**config.mk**
```make
export PLATFORM = sky130hd
export DESIGN_NAME = sal_sched_rr
export DESIGN_NICKNAME = d
export VERILOG_FILES = /design/src/rtl/sal_sched_rr.sv
export SDC_FILE = /design/constraint.sdc
export NUM_CORES = 1
export LEC_CHECK = 0
export ABC_CLOCK_PERIOD_IN_PS = 3750
export CAP_MARGIN = 10
export CORE_MARGIN = 3
export CORE_UTILIZATION = 25
export CTS_CLUSTER_SIZE = 24
export DETAILED_ROUTE_END_ITERATION = 10
export HOLD_SLACK_MARGIN = 0.1
export REMOVE_ABC_BUFFERS = 1
export SYNTH_ARGS = -nofsm -noshare
export SYNTH_HDL_FRONTEND = slang
export SYNTH_SLANG_ARGS = --single-unit
```
**constraint.sdc**
```tcl
create_clock -name clk -period 3.75 [get_ports clk]
set_clock_uncertainty 0.1 [all_clocks]
set_input_delay 0.5625 -clock clk [delete_from_list [all_inputs] [get_ports clk]]
set_output_delay 0.5625 -clock clk [all_outputs]
set_load 0.005 [all_outputs]
```
**src/rtl/sal_sched_rr.sv**
```systemverilog
// rtl/sal_sched_rr.sv - multi-bank DDR2 command scheduler, class priority plus round-robin bank pick
// Optional four-activate window check enabled by defining SCHED_FAW_EN.
module sal_sched_rr #(
  parameter int BK_CNT = 4,
  parameter int T_RRD  = 2,
  parameter int T_CCD  = 2,
  parameter int T_WTR  = 3,
  parameter int T_RTW  = 4,
  parameter int T_FAW  = 10
) (
  input  logic                      clk,
  input  logic                      rst,
  input  logic [BK_CNT-1:0]         act_req,
  input  logic [BK_CNT-1:0]         rd_req,
  input  logic [BK_CNT-1:0]         wr_req,
  input  logic [BK_CNT-1:0]         pre_req,
  input  logic [BK_CNT-1:0]         ref_req,
  output logic [BK_CNT-1:0]         act_gnt,
  output logic [BK_CNT-1:0]         rd_gnt,
  output logic [BK_CNT-1:0]         wr_gnt,
  output logic [BK_CNT-1:0]         pre_gnt,
  output logic [BK_CNT-1:0]         ref_gnt,
  output logic                      cmd_valid,
  output logic [2:0]                cmd_type,
  output logic [$clog2(BK_CNT)-1:0] cmd_bank
);

  localparam int BW      = $clog2(BK_CNT);
  localparam int T_MAX_A = (T_RRD > T_CCD) ? T_RRD : T_CCD;
  localparam int T_MAX_B = (T_WTR > T_RTW) ? T_WTR : T_RTW;
  localparam int T_MAX   = (T_MAX_A > T_MAX_B) ? T_MAX_A : T_MAX_B;
  localparam int TW      = $clog2(T_MAX + 1);

  localparam logic [2:0] CMD_NOP = 3'd0;
  localparam logic [2:0] CMD_ACT = 3'd1;
  localparam logic [2:0] CMD_RD  = 3'd2;
  localparam logic [2:0] CMD_WR  = 3'd3;
  localparam logic [2:0] CMD_PRE = 3'd4;
  localparam logic [2:0] CMD_REF = 3'd5;

  logic [BW-1:0]     rr_ptr;
  logic [TW-1:0]     rrd_cnt;
  logic [TW-1:0]     ccd_cnt;
  logic [TW-1:0]     wtr_cnt;
  logic [TW-1:0]     rtw_cnt;
  logic              last_cas_wr;

  logic              rd_ok;
  logic              wr_ok;
  logic              act_ok;
  logic              faw_ok;
  logic [2:0]        sel_type;
  logic [BK_CNT-1:0] sel_vec;
  logic              found;
  logic [BW-1:0]     sel_bank;
  logic              grant;
  logic [BK_CNT-1:0] bank_oh;

  function automatic logic [TW-1:0] dec(input logic [TW-1:0] v);
    return (v == '0) ? v : v - TW'(1);
  endfunction

  assign rd_ok  = (|rd_req) && (ccd_cnt == '0) && (wtr_cnt == '0);
  assign wr_ok  = (|wr_req) && (ccd_cnt == '0) && (rtw_cnt == '0);
  assign act_ok = (|act_req) && (rrd_cnt == '0) && faw_ok;

  // Blocked classes fall through; when both CAS directions are open, stay in the last one.
  always_comb begin
    sel_type = CMD_NOP;
    sel_vec  = '0;
    if (|pre_req) begin
      sel_type = CMD_PRE;
      sel_vec  = pre_req;
    end else if (rd_ok && wr_ok) begin
      sel_type = last_cas_wr ? CMD_WR : CMD_RD;
      sel_vec  = last_cas_wr ? wr_req : rd_req;
    end else if (rd_ok) begin
      sel_type = CMD_RD;
      sel_vec  = rd_req;
    end else if (wr_ok) begin
      sel_type = CMD_WR;
      sel_vec  = wr_req;
    end else if (act_ok) begin
      sel_type = CMD_ACT;
      sel_vec  = act_req;
    end else if (|ref_req) begin
      sel_type = CMD_REF;
      sel_vec  = ref_req;
    end
  end

  always_comb begin
    logic [BW-1:0] idx;
    found    = 1'b0;
    sel_bank = '0;
    idx      = '0;
    for (int k = 0; k < BK_CNT; k++) begin
      idx = BW'((int'(rr_ptr) + k) % BK_CNT);
      if (!found && sel_vec[idx]) begin
        found    = 1'b1;
        sel_bank = idx;
      end
    end
  end

  assign grant   = found && !rst;
  assign bank_oh = {{(BK_CNT-1){1'b0}}, 1'b1} << sel_bank;

  always_comb begin
    act_gnt = '0;
    rd_gnt  = '0;
    wr_gnt  = '0;
    pre_gnt = '0;
    ref_gnt = '0;
    if (grant) begin
      case (sel_type)
        CMD_ACT: act_gnt = bank_oh;
        CMD_RD:  rd_gnt  = bank_oh;
        CMD_WR:  wr_gnt  = bank_oh;
        CMD_PRE: pre_gnt = bank_oh;
        CMD_REF: ref_gnt = bank_oh;
        default: ;
      endcase
    end
  end

  always_ff @(posedge clk or posedge rst) begin
    if (rst) begin
      rr_ptr      <= '0;
      rrd_cnt     <= '0;
      ccd_cnt     <= '0;
      wtr_cnt     <= '0;
      rtw_cnt     <= '0;
      last_cas_wr <= 1'b0;
      cmd_valid   <= 1'b0;
      cmd_type    <= CMD_NOP;
      cmd_bank    <= '0;
    end else begin
      rrd_cnt <= (grant && sel_type == CMD_ACT) ? TW'(T_RRD - 1) : dec(rrd_cnt);
      ccd_cnt <= (grant && (sel_type == CMD_RD || sel_type == CMD_WR)) ?
                 TW'(T_CCD - 1) : dec(ccd_cnt);
      rtw_cnt <= (grant && sel_type == CMD_RD) ? TW'(T_RTW - 1) : dec(rtw_cnt);
      wtr_cnt <= (grant && sel_type == CMD_WR) ? TW'(T_WTR - 1) : dec(wtr_cnt);
      if (grant && sel_type == CMD_RD) last_cas_wr <= 1'b0;
      if (grant && sel_type == CMD_WR) last_cas_wr <= 1'b1;
      if (grant) begin
        rr_ptr   <= (sel_bank == BW'(BK_CNT - 1)) ? '0 : sel_bank + BW'(1);
        cmd_bank <= sel_bank;
      end
      cmd_valid <= grant;
      cmd_type  <= grant ? sel_type : CMD_NOP;
    end
  end

`ifdef SCHED_FAW_EN
  localparam int FW = $clog2(T_FAW + 1);

  // Slot 3 holds the age of the fourth-most-recent ACT; ages saturate at T_FAW (expired).
  logic [FW-1:0] faw_age [4];

  function automatic logic [FW-1:0] age_inc(input logic [FW-1:0] a);
    return (a >= FW'(T_FAW)) ? FW'(T_FAW) : a + FW'(1);
  endfunction

  assign faw_ok = (faw_age[3] >= FW'(T_FAW - 1));

  always_ff @(posedge clk or posedge rst) begin
    if (rst) begin
      for (int i = 0; i < 4; i++) faw_age[i] <= FW'(T_FAW);
    end else if (grant && sel_type == CMD_ACT) begin
      faw_age[0] <= '0;
      for (int i = 1; i < 4; i++) faw_age[i] <= age_inc(faw_age[i-1]);
    end else begin
      for (int i = 0; i < 4; i++) faw_age[i] <= age_inc(faw_age[i]);
    end
  end
`else
  // Without the window check T_FAW has no effect on eligibility.
  assign faw_ok = 1'b1 | (T_FAW < 0);
`endif

endmodule
```
# Yosys cells after proc, flatten, opt, wreduce, memory -nomap -nowiden
# Cells that the tools add are included.
# totals
regBits	21
latchBits	0
mem_bits_rw	0
mem_bits_ro	0
in_bits	22
output_inout_bits	26
wordCells	113
memories	0
# op_classes
n_addsub	8
mul	0
div	0
magnitude_cmp	4
eq_ne	10
shift	1
muxes	52
bitwise	0
reduce_logical	29
# op_table
operator	count
$mux 4	17
$mux 3	15
$reduce_or 4->1	5
$logic_and 1x1->1	14
$logic_not 3->1	4
$lt 2x3->1 const B	4
$sub 3x1->3 const B	4
$mux 1	11
$mux 2	5
$bmux 1 s2	4
$eq 3x2->1 const B	2
$eq 3x3->1 const B	2
$add 2x1->2 const B	2
$add 2x2->2 const B	2
$logic_not 1->1	4
$ne 2x1->1 const B	2
$ne 2x2->1 const B	2
$shl 1x2->4 const A	1
$eq 3x1->1 const B	1
$eq 2x2->1 const B	1
$reduce_bool 2->1	1
$logic_or 1x1->1	1

# Depth between registers and ports, before layout
# depth
word_depth	23
depth_mapped	13
ltp_nobuf	12

# Worst setup path after synthesis
# OpenSTA, ideal clock, no wires.
# synth_path
path_kind	input -> output
from	in rd_req[0]
to	out pre_gnt[1]
arrival_ns	2.644
required_time_ns	3.087
path_slack_ns	0.444
path_stages	9
path_buffers	0
cell_sequence	nor4_4 > nand3b_4 > mux2_2 > o31ai_4 > o21ai_1 > a311oi_2 > inv_1 > ha_1 > and3_1
# synth_between
elab_chain_cells	21
word_cells_on_any_way	38
classes_between	eq/ne: 1; shift: 1; mux: 25; reduce/logical: 11
# synth_rtl
item	line_no	rtl
from (decl)	14	input logic [BK_CNT-1:0] rd_req,
$reduce_or 4->1	63	assign rd_ok = (|rd_req) && (ccd_cnt == '0) && (wtr_cnt == '0);
$logic_and 1x1->1 (2 in series)	63	
$mux 4 / $logic_and 1x1->1 (equally long branches)	77, 74	
$mux 4 *	74	end else if (rd_ok && wr_ok) begin
$mux 4 *	71	if (|pre_req) begin
$bmux 1 s2	99	if (!found && sel_vec[idx]) begin
$mux 1 (not written as such)	99	
$mux 1	99	
[... 5 more ...]	-	
$mux 1	99	
$logic_not 1->1	99	
$logic_and 1x1->1	99	
$mux 2 *	99	
named net sel_bank[1]	55	logic [BW-1:0] sel_bank;
$shl 1x2->4 *	107	assign bank_oh = {{(BK_CNT-1){1'b0}}, 1'b1} << sel_bank;
$mux 4 *	116	case (sel_type)
$mux 4 *	115	if (grant) begin
to (decl)	21	output logic [BK_CNT-1:0] pre_gnt,
# Mark *: on every way through the listed nets, which the timed path passes. The rest lies on a longest branch. The select of a mux whose other input is x is not followed.

# Worst setup path after layout
# layout_path
from	in pre_req[2]
to	out rd_gnt[3]
# layout_between
elab_chain_cells	17
word_cells_on_any_way	30
classes_between	eq/ne: 1; shift: 1; mux: 20; reduce/logical: 8
# layout_rtl
item	line_no	rtl
from (decl)	16	input logic [BK_CNT-1:0] pre_req,
$reduce_or 4->1	71	
$mux 4 *	71	
$bmux 1 s2	99	
$mux 1 (not written as such)	99	
$mux 1	99	
$logic_not 1->1	99	
$logic_and 1x1->1	99	
$mux 1	99	
[... 2 more ...]	-	
$mux 1	99	
$logic_not 1->1	99	
$logic_and 1x1->1	99	
$mux 2 *	99	
named net sel_bank[0]	55	
$shl 1x2->4 *	107	
$mux 4 *	116	
$mux 4 *	115	
to (decl)	19	output logic [BK_CNT-1:0] rd_gnt,
# Marks and branches as above.

==> report_table.html <==
<table>
<tr><th>Metric</th><th>Value</th></tr>
<tr><th colspan="2">Worst setup path</th></tr>
<tr><td>Data arrival time of the critical path</td><td>between 3000 and 4000 ps</td></tr>
<tr><td>Crit path cell chain</td><td>clkdlybuf4s50_1 -&gt; nor4_4 -&gt; buf_4 -&gt; nor2_1 -&gt; a31oi_4 -&gt; o31ai_4 -&gt; buf_4 -&gt; buf_4 -&gt; nor3b_2 -&gt; a211oi_2 -&gt; buf_4 -&gt; ha_4 -&gt; buf_6 -&gt; buf_6 -&gt; and3_1 -&gt; buf_2</td></tr>
<tr><td>CP Max Fanout</td><td>5</td></tr>
<tr><td>Kind of start point of the critical path</td><td>primary input</td></tr>
<tr><td>Slowest stage cell, crit path</td><td>sky130_fd_sc_hd__clkdlybuf4s50_1</td></tr>
<tr><td>Crit-path max cell delay</td><td>around 480 ps</td></tr>
<tr><td>Most used cell, CP</td><td>sky130_fd_sc_hd__buf_4</td></tr>
<tr><td>CP Capture Type</td><td>output pin</td></tr>
<tr><td>Dominant delay contributor by cell family on the critical path</td><td>buffers and inverters</td></tr>
<tr><td>Class of the most critical setup path</td><td>primary input to output pin</td></tr>
<tr><td>Worst endpoint required time</td><td>3090 ps</td></tr>
<tr><td>Crit path buf inv count</td><td>8</td></tr>
<tr><th colspan="2">Clock network</th></tr>
<tr><td>Clock-pin transition on the worst setup and hold timing paths</td><td>70 ps</td></tr>
<tr><td>Maximum level of the CTS H-tree</td><td>1</td></tr>
<tr><td>Number of buffers added to fix hold violations after cts</td><td>0</td></tr>
<tr><td>TritonCTS buffer count</td><td>3</td></tr>
<tr><td>Clock latency at the later pin of the worst-skew pair</td><td>260 ps</td></tr>
<tr><td>Sinks on Clock Net</td><td>21</td></tr>
<tr><td>Clock tree from TritonCTS</td><td>done</td></tr>
<tr><td>CTS Root Buffer Type</td><td>sky130_fd_sc_hd__clkbuf_8</td></tr>
<tr><td>Clock tree buffer depth</td><td>2</td></tr>
<tr><th colspan="2">Layout</th></tr>
<tr><td>Post-Layout Inst Area</td><td>2940 um2</td></tr>
<tr><td>Register cell area after layout</td><td>526 um2</td></tr>
<tr><td>Area of the multi-input gates</td><td>1290 um2</td></tr>
<tr><td>Fraction of final layout cells with drive strength greater than 1</td><td>between 40% and 50%</td></tr>
<tr><td>Count of antenna diodes in the layout</td><td>0</td></tr>
<tr><td>Number of nets in the finished design</td><td>~320</td></tr>
<tr><td>Area added between synthesis and finish</td><td>74.7%</td></tr>
<tr><td>Filler Cells Inserted</td><td>around 620</td></tr>
<tr><th colspan="2">Floorplan</th></tr>
<tr><td>Area of the core</td><td>6460 um2</td></tr>
<tr><td>Std-Cell Rows</td><td>29</td></tr>
<tr><td>Die Area</td><td>roughly 7800 um2</td></tr>
<tr><td>Initial Util</td><td>26.1%</td></tr>
<tr><td>I/O pin total</td><td>48</td></tr>
<tr><td>Vertical die dimension</td><td>slightly below 90 um</td></tr>
<tr><td>Die span in x</td><td>88.1 um</td></tr>
<tr><th colspan="2">Route</th></tr>
<tr><td>Pre-Repair DR Iteration Count</td><td>4</td></tr>
<tr><td>DRC Markers</td><td>0</td></tr>
<tr><td>Detailed-route wire length</td><td>5.24 mm</td></tr>
<tr><td>Detailed-route via count</td><td>1735</td></tr>
<tr><td>DRC violation total after the first TritonRoute iteration</td><td>48</td></tr>
<tr><td>Vias per std cell</td><td>4.77</td></tr>
<tr><td>Detailed-route wire length per cell</td><td>14.4 um</td></tr>
<tr><td>Number of nets still failing antenna checks after routing</td><td>0</td></tr>
<tr><th colspan="2">Global route</th></tr>
<tr><td>First-pass GRT wire length</td><td>slightly above 8 mm</td></tr>
<tr><td>Via count of the first global-routing pass</td><td>1748</td></tr>
<tr><td>Total gr overflow</td><td>0</td></tr>
<tr><td>Pin count of the biggest net entering global routing</td><td>22</td></tr>
<tr><td>Number of antenna violations at the first check in global routing</td><td>0</td></tr>
<tr><td>Total routing resource utilization after global routing</td><td>between 10% and 20%</td></tr>
<tr><th colspan="2">Synth</th></tr>
<tr><td>Post-Syn Instances</td><td>182</td></tr>
<tr><td>Top flip-flop cell by instance count after synthesis</td><td>sky130_fd_sc_hd__dfrtp_1</td></tr>
<tr><td>Proportion of synthesized flip-flops having asynchronous set or reset</td><td>100%</td></tr>
<tr><td>Count of flip-flops with a built-in enable after synthesis</td><td>0</td></tr>
<tr><td>Flip-flop and latch count after synthesis</td><td>21</td></tr>
<tr><td>Cell area after synthesis</td><td>between 1500 and 2000 um2</td></tr>
<tr><td>Average footprint of a synthesized cell</td><td>9.26 um2</td></tr>
<tr><td>Yosys warns</td><td>0</td></tr>
<tr><td>Post-synthesis sequential area ratio</td><td>31.2%</td></tr>
<tr><td>Library cell with the largest summed area after synthesis</td><td>sky130_fd_sc_hd__dfrtp_1</td></tr>
<tr><td>Distinct cell type count of the synthesized netlist</td><td>46</td></tr>
<tr><td>Area share of the leading cell type in the synthesized netlist</td><td>31.2%</td></tr>
<tr><td>Top cells by area, synth</td><td>sky130_fd_sc_hd__dfrtp_1 31%, sky130_fd_sc_hd__ha_1 8.9%, sky130_fd_sc_hd__nor2_1 5.8%</td></tr>
<tr><th colspan="2">STA</th></tr>
<tr><td>Slew of the pin with the lowest slew margin</td><td>583 ps</td></tr>
<tr><td>Setup repair after global routing missed its margin</td><td>yes</td></tr>
<tr><td>Highest clock rate</td><td>0.269 GHz</td></tr>
<tr><td>Period utilisation layout</td><td>between 90 and 100%</td></tr>
<tr><td>Final sum of negative setup slack</td><td>0 ps</td></tr>
<tr><td>Final hold violation count</td><td>0</td></tr>
<tr><td>Relative max-transition margin</td><td>60.8%</td></tr>
<tr><td>Fin crit period</td><td>between 3000 and 4000 ps</td></tr>
<tr><td>Number of pins with negative max-slew slack in the final report</td><td>0</td></tr>
<tr><td>Final-report setup violation count</td><td>0</td></tr>
<tr><th colspan="2">Status</th></tr>
<tr><td>Run status</td><td>finished, final reports clean</td></tr>
<tr><th colspan="2">Job</th></tr>
<tr><td>Number of maximum-capacitance constraint violations</td><td>0</td></tr>
<tr><th colspan="2">Hold path</th></tr>
<tr><td>Hold crit path type</td><td>flip-flop to flip-flop</td></tr>
<tr><th colspan="2">Pwr</th></tr>
<tr><td>Post-layout total power</td><td>approximately 0.0016 W</td></tr>
<tr><td>Power per cell area</td><td>551 nW/um2</td></tr>
<tr><td>Static Leak</td><td>1.43 nW</td></tr>
<tr><td>IR Drop Worst-Case VDD</td><td>286 uV</td></tr>
<tr><th colspan="2">Placement</th></tr>
<tr><td>Routability congestion estimate</td><td>approximately 0.76</td></tr>
<tr><td>Port bufs</td><td>47</td></tr>
<tr><td>Post-DP Area</td><td>2500 um2</td></tr>
<tr><td>Half-perimeter wire length of the detailed placement result</td><td>approximately 3.6 mm</td></tr>
</table>
[stage by stage]
step	cells	worst slack, ps	hold slack (ps)	util (%)
CTS	360	1.22	397	42.4
detailed placement	338	-717	378	38.7
global route	364	-79.4	432	45.6
global placement	338	-676	371	38.7
floorplan	177	410	359	-
finish	364	30.1	398	45.6
[final timing paths]
| check | cells after the start | start | slack [ps] | end |
|---|---|---|---|---|
| max | 16 | pre_req[2] | 30 | rd_gnt[3] |
| min | 1 | rtw_cnt[1] | 400 | rtw_cnt[1] |
| max reg2reg | 13 | rrd_cnt[0] | 800 | cmd_bank[1] |
| min reg2reg | 1 | rtw_cnt[1] | 400 | rtw_cnt[1] |
| max in group asynchronous | 3 | rst | 2690 | rrd_cnt[0] |
| min in group asynchronous | 3 | rst | 650 | cmd_type[2] |
[state kept, by name (all words and copies together), names as in the netlist]
| signal | count |
|---|---|
| ccd_cnt | 3 |
| rtw_cnt | 3 |
| cmd_bank | 2 |
| wtr_cnt | 3 |
| cmd_type | 3 |
| cmd_valid | 1 |
| last_cas_wr | 1 |
| rr_ptr | 2 |
| rrd_cnt | 3 |
[power breakdown]
group,switching [W],total [W],internal [W]
Combinational,0.000506,0.00109,0.000583
Clock,0.0000725,0.000146,0.0000740
Sequential,0.0000570,0.000387,0.000330
Total,0.000635,0.00162,0.000987
[synth_stat cells (all sizes together), types with 2 or more instances]
master	n
nand2	5
dfrtp	21
o22ai	2
o21ai	9
nand2b	3
and2	10
mux2	6
nor3b	2
nand3b	2
nor2	27
a22o	4
buf	5
o31ai	7
xor2	4
nor4	4
ha	12
a21oi	11
and3	12
a31oi	4
inv	17
[cell type report]
type,count,area share [%]
Multi-Input combinational cell,139,43.9
Timing Repair Buffer,106,31.0
Sequential cell,21,17.8
Clock inverter,1,0.170
Clock buffer,3,1.40
Inverter,17,2.34
Tap cell,77,3.27
[per-layer routing]
layer	global-route usage [%]	part of all wire, %	vias up
li1	-	-	856
met1	18.9	47	824
met2	20.7	44	50
met3	3.20	8.0	5
met4	2.88	0.88	0
met5	0	0	-
[timing repair]
item | CTS | global route
gates resized for setup | 118 | 45
endpoints found under the setup margin | 20 | 20
pin swaps | 17 | 13
buffers inserted | 18 | 4
[placed cells by master (no fill, tap or decap), drive strengths merged, types with 2 or more instances in the layout]
master | synthesis | routed
buf | 5 | 76
nor2 | 27 | 27
dfrtp | 21 | 21
inv | 17 | 17
clkdlybuf4s50 | 0 | 12
and3 | 12 | 12
ha | 12 | 12
a21oi | 11 | 11
and2 | 10 | 10
o21ai | 9 | 9
dlygate4sd2 | 0 | 7
o31ai | 7 | 7
dlymetal6s2s | 0 | 6
mux2 | 6 | 6
clkbuf | 0 | 6
nand2 | 5 | 5
a22o | 4 | 4
xor2 | 4 | 4
nor4 | 4 | 4
a31oi | 4 | 4
nand2b | 3 | 3
o22ai | 2 | 2
nand3b | 2 | 2
nor3b | 2 | 2
clkdlybuf4s15 | 0 | 2
[kinds of logic (layout without fill, tap and decap cells)]
family	after synthesis	after routing	share of synthesized area, %
flops	21	21	31.2
xor+xnor	4	4	2.08
simple gates	71	71	25.1
fa+ha+maj	12	12	8.91
buf+inv	22	127	5.64
mux	7	7	5.05
compound gates	45	45	22.0
(Power assumes the default switching activity.)
